==> src/rtl/spike_rate_encoder.sv <==
// Rate encoder: per-channel LFSR samples compared to a latched intensity
// give one Bernoulli spike per time step over a T_STEPS window.
// Ports: clk, reset (sync, active-high); pix_valid/pix_ready/pix_data
// accept an N_CH x WIDTH intensity vector; step_en is the time-step tick;
// spike_out/spike_valid carry the registered spikes; window_done pulses
// for one cycle at window end; busy flags a window in progress.
// Option: define ENCODER_REFRACTORY_EN to block a spike on the step
// following a spike on the same channel.
module spike_rate_encoder #(
  parameter int          N_CH      = 2,
  parameter int          WIDTH     = 8,
  parameter int          T_STEPS   = 16,
  parameter logic [15:0] LFSR_SEED = 16'hACE1
) (
  input  logic                  clk,
  input  logic                  reset,
  input  logic                  pix_valid,
  output logic                  pix_ready,
  input  logic [N_CH*WIDTH-1:0] pix_data,
  input  logic                  step_en,
  output logic [N_CH-1:0]       spike_out,
  output logic                  spike_valid,
  output logic                  window_done,
  output logic                  busy
);

  localparam logic [1:0] S_IDLE = 2'd0;
  localparam logic [1:0] S_RUN  = 2'd1;
  localparam logic [1:0] S_DONE = 2'd2;

  localparam logic [15:0] LAST = 16'(T_STEPS - 1);

  logic [1:0]            state;
  logic [15:0]           cnt;
  logic [N_CH*WIDTH-1:0] inten;
  logic [15:0]           lfsr [N_CH];
  logic [N_CH-1:0]       hit;
  logic [N_CH-1:0]       fire;
  logic                  step;

  // Seed: forced-odd base rotated left by channel index, never zero.
  function automatic logic [15:0] seed_of(input int i);
    logic [15:0] b;
    logic [31:0] d;
    b = {LFSR_SEED[15:1], 1'b1};
    d = {b, b} << (i % 16);
    return d[31:16];
  endfunction

  // Fibonacci x^16+x^14+x^13+x^11+1, shifting right.
  function automatic logic [15:0] lfsr_nx(input logic [15:0] x);
    return {x[0] ^ x[2] ^ x[3] ^ x[5], x[15:1]};
  endfunction

  assign step        = (state == S_RUN) && step_en;
  assign pix_ready   = (state == S_IDLE);
  assign busy        = (state != S_IDLE);
  assign window_done = (state == S_DONE);

  always_comb begin
    hit = '0;
    for (int i = 0; i < N_CH; i++) begin
      hit[i] = (lfsr[i][WIDTH-1:0] < inten[i*WIDTH +: WIDTH])
             || (&inten[i*WIDTH +: WIDTH]);
    end
  end

`ifdef ENCODER_REFRACTORY_EN
  logic [N_CH-1:0] refr;

  assign fire = hit & ~refr;

  always_ff @(posedge clk) begin
    if (reset) begin
      refr <= '0;
    end else if (state == S_IDLE && pix_valid) begin
      refr <= '0;
    end else if (step) begin
      refr <= fire;
    end
  end
`else
  assign fire = hit;
`endif

  always_ff @(posedge clk) begin
    if (reset) begin
      state       <= S_IDLE;
      cnt         <= '0;
      inten       <= '0;
      spike_out   <= '0;
      spike_valid <= 1'b0;
      for (int i = 0; i < N_CH; i++) begin
        lfsr[i] <= seed_of(i);
      end
    end else begin
      spike_valid <= step;
      case (state)
        S_IDLE: begin
          if (pix_valid) begin
            inten <= pix_data;
            cnt   <= '0;
            state <= S_RUN;
          end
        end
        S_RUN: begin
          if (step_en) begin
            for (int i = 0; i < N_CH; i++) begin
              lfsr[i] <= lfsr_nx(lfsr[i]);
            end
            spike_out <= fire;
            cnt       <= cnt + 16'd1;
            if (cnt == LAST) begin
              state <= S_DONE;
            end
          end
        end
        S_DONE: begin
          spike_out <= '0;
          state     <= S_IDLE;
        end
        default: begin
          state <= S_IDLE;
        end
      endcase
    end
  end

endmodule
==> config.mk <==
export PLATFORM = sky130hd
export DESIGN_NAME = spike_rate_encoder
export DESIGN_NICKNAME = d
export VERILOG_FILES = /design/src/rtl/spike_rate_encoder.sv
export SDC_FILE = /design/constraint.sdc
export NUM_CORES = 1
export LEC_CHECK = 0
export BUFFER_PORTS_ARGS = -buffer_cell sky130_fd_sc_hd__buf_2
export CORE_UTILIZATION = 53
export DETAILED_ROUTE_END_ITERATION = 8
export PLACE_DENSITY = 0.86
export SYNTH_ARGS = -nofsm -noshare
export SYNTH_HDL_FRONTEND = slang
export SYNTH_SLANG_ARGS = --single-unit
==> constraint.sdc <==
create_clock -name clk -period 1.68 [get_ports clk]
set_input_delay 0.336 -clock clk [delete_from_list [all_inputs] [get_ports clk]]
set_output_delay 0.336 -clock clk [all_outputs]
set_load 0.01 [all_outputs]
==> impl_summary.txt <==
----------------------------------------------------
[Critical path]
  Critical Path End Type ... flip-flop
  Critical path origin ... cnt[0]
  Signal arrival time at the worst endpoint ... 1910 ps
  Crit Reg-Reg Startpoint ... cnt[0]
  Data required time of the worst path ... 1960 ps
  Worst-path maximum fanout ... 8
  Worst reg2reg path endpoint ... cnt[14]
  Type of origin of the critical path ... flip-flop
  Reg2reg path depth ... 5
  Setup slack on the worst flop-to-flop path ... 50 ps
  Path type of the worst setup path ... flip-flop to flip-flop

[STA]
  Unrepaired setup endpoints after global routing ... yes
  Slew at the pin closest to its max-slew limit ... 455 ps
  Setup violations, final ... 0
  Final-report hold violation count ... 0
  Final-report max-slew violation count ... 0
  Clock period minus final worst setup slack ... 1630 ps
  Achievable Freq ... 0.612 GHz
  Relative max-transition margin ... 69.4%
  Final critical-path setup slack ... 45.9 ps
  Final critical-path share of the clock period ... 97.3%
  Setup clock skew after layout ... 10.9 ps

[Routing]
  DR WL met2 ... 2.96 mm
  Post-route DRC violation count ... 0
  Met3 Wirelength ... 328 um
  Met1 routed wirelength after detailed routing ... 2.87 mm
  ANT nets after route ... 0
  Average detailed-routed wire length per instance ... 14.6 um
  Routed wire length ... 6.30 mm
  Total vias in the final route ... 2,373
  Via density per instance ... 5.51
  Highest signal layer in the routed design ... met4
  Number of detailed-routing iterations run before antenna repair ... 4
  DRT iter0 DRCs ... 160

[Min path]
  Number of stages on the worst hold path ... 3
  Worst Hold Class ... input port to flip-flop
  Hold Crit Start ... pix_data[13]
  Worst hold path endpoint ... inten[13]

[Clock network]
  H-tree levels ... 3
  Clock insertion delay at the later pin of the skew report ... 350 ps
  Number of clock sinks ... 69
  Number of buffers added by the clock tree synthesis step ... 9
  Master cell of the clock root buffer ... sky130_fd_sc_hd__clkbuf_8
  Post-CTS Setup Repair Bufs ... 0
  Clock tree from TritonCTS ... done
  Clock transition at path regs ... 70 ps
  Hold bufs inserted after CTS ... 0
  Number of buffers between clock root and the deepest sink ... 2

[Synth]
  Post-synthesis register bit count ... 69
  Dominant cell by count in the synthesized netlist ... sky130_fd_sc_hd__nand2_1
  Number of warnings reported in the yosys synthesis log ... 0
  Share of flip-flops with an asynchronous set or reset after synthesis ... 0%
  Commonest cells post-synth ... sky130_fd_sc_hd__nand2_1 (40), sky130_fd_sc_hd__dfxtp_1 (37), sky130_fd_sc_hd__edfxtp_1 (32), sky130_fd_sc_hd__a21oi_1 (25)
  Post-synthesis sequential area ratio ... 53.6%
  Number of flops mapped to enable cells by yosys ... 32
  Cell count after synthesis ... 318
  Area fraction of the dominant cell type after synthesis ... 30.3%
  Total nets after synthesis ... 353
  Number of library cell types mapped by synthesis ... 40
  Cell area after technology mapping ... 3180 sq um
  Cells taking the most area after synthesis ... sky130_fd_sc_hd__edfxtp_1 (30%), sky130_fd_sc_hd__dfxtp_1 (23%), sky130_fd_sc_hd__ha_1 (5.9%)
  Average cell area after synthesis ... 9.99 sq um
  Library cell occupying the most area in the post-synthesis netlist ... sky130_fd_sc_hd__edfxtp_1
  Dominant synthesized flop cell ... sky130_fd_sc_hd__dfxtp_1

[Placed design]
  Final HPWL from detailed placement ... 4.29 mm
  Quantity of I/O buffers inserted on ports ... 25
  Setup slack after placement ... 36.4 ps
  Last weighted congestion value of the routability-driven placer ... 0.861

[Die]
  Io pins ... 26
  Die Y-Extent ... 79.4 um
  Initial Util ... 56.3%
  Die Span X ... 79.4 um
  Core region area ... 5640 sq um
  Number of placement rows ... 27
  Full die area ... 6310 sq um

[Finish]
  Number of filler instances in the final layout ... 441
  Final #Nets ... 389
  Layout-stage area growth over the synthesis result ... 15.9%
  Inserted Diodes ... 0
  Share of final-layout standard cells stronger than drive strength 1 ... 17.0%

[Global route]
  Global-route wire length before repair ... 10.6 mm
  Maximum number of pins on one net before global-route repair ... 37
  Total routing usage reported by global routing ... 22.8%
  Vias in the first global route ... 2,303
  Number of antenna violations at the first check in global routing ... 0
  Aggregate global routing overflow ... 0

[Power]
  PwrDens ... 972 nW/um^2
  Design Power ... 3.58 mW
  Static power due to leakage ... 1.32 nW
  Worst ir drop on vdd ... 478 uV

[Outcome]
  Outcome ... completed

[Flow run]
  Max Cap Viol ... 0

----------------------------------------------------
-- timing repair --
item,CTS,global route
pin swaps,0,0
setup endpoints to repair,1,5
endpoints found under the hold margin,0,0
resized for setup,1,5
cloned,0,0
-- metal layers --
metal / vias to the layer above / GRT usage [%]
li1: 1182 / -
met1: 1118 / 28.7
met2: 63 / 36.4
met3: 10 / 6.86
met4: 0 / 9.45
met5: - / 0
-- area by class of cell --
class / count / area [sq um] / share of cell area [%]
clock inverter: 6 / 77.6 / 2.11
tap: 72 / 90.1 / 2.45
timing repair buffer: 39 / 255 / 6.94
sequential: 69 / 1710 / 46.3
inverter: 17 / 63.8 / 1.73
clock buffer: 10 / 128 / 3.47
multi-input combinational: 218 / 1360 / 37.0
-- power by group --
part / switching [mW] / total (mW) / internal [mW]
clock network: 0.612 / 1.43 / 0.821
logic: 0.161 / 0.288 / 0.127
registers: 0.0370 / 1.85 / 1.82
-- per-stage QoR --
step	TNS [ps]	cell area, sq um	hold WS [ps]	utilization [%]	instances
6_report	0	3680	224	65.2	431
5_1_grt	-37.9	3680	219	65.2	431
4_1_cts	0	3670	216	65.0	431
3_5_place_dp	0	3460	469	61.3	415
3_3_place_gp	0	3460	460	61.3	415
2_1_floorplan	0	3180	449	-	318
-- critical path: stages, from the launching register on --
cell	delay (ps)
sky130_fd_sc_hd__dfxtp_2	360
sky130_fd_sc_hd__ha_1	200
sky130_fd_sc_hd__and4b_2	270
sky130_fd_sc_hd__nand3_2	160
sky130_fd_sc_hd__or3_1	400
sky130_fd_sc_hd__a21oi_1	160
-- cells by family after synthesis --
| family | share of synthesized area (%) |
|---|---|
| flip-flops | 53.6 |
| buffers and inverters | 3.98 |
| XOR/XNOR | 3.59 |
| multiplexers | 0.670 |
| AND/OR/NAND/NOR | 23.2 |
| AO/OA/AOI/OAI | 9.02 |
| adder cells (fa/ha/maj) | 5.91 |
-- flip-flops by register name, indices dropped and copies added (netlist names) --
register / flops
cnt: 16
inten: 16
lfsr: 32
spike_out: 2
spike_valid: 1
state: 2
-- cells in the final DEF, fill, tap and decap left out, drive strengths merged, types with 15 or more instances in the layout --
| cell type | Yosys | routed |
|---|---|---|
| edfxtp | 32 | 32 |
| ha | 15 | 15 |
| and2 | 16 | 16 |
| a21oi | 25 | 25 |
| buf | 3 | 39 |
| nor2 | 17 | 17 |
| nand2 | 40 | 40 |
| dfxtp | 37 | 37 |
| inv | 17 | 17 |
| nand2b | 17 | 17 |
-- how the worst max path moves through the flow --
stage	endpoint	depth (start not counted)
after CTS	cnt[13]	4
final	cnt[14]	5
after global placement	cnt[15]	5
after floorplan	cnt[13]	6
after detailed placement	cnt[13]	5
after global routing	cnt[14]	5
No activity file was read; power rests on OpenSTA's default activity.
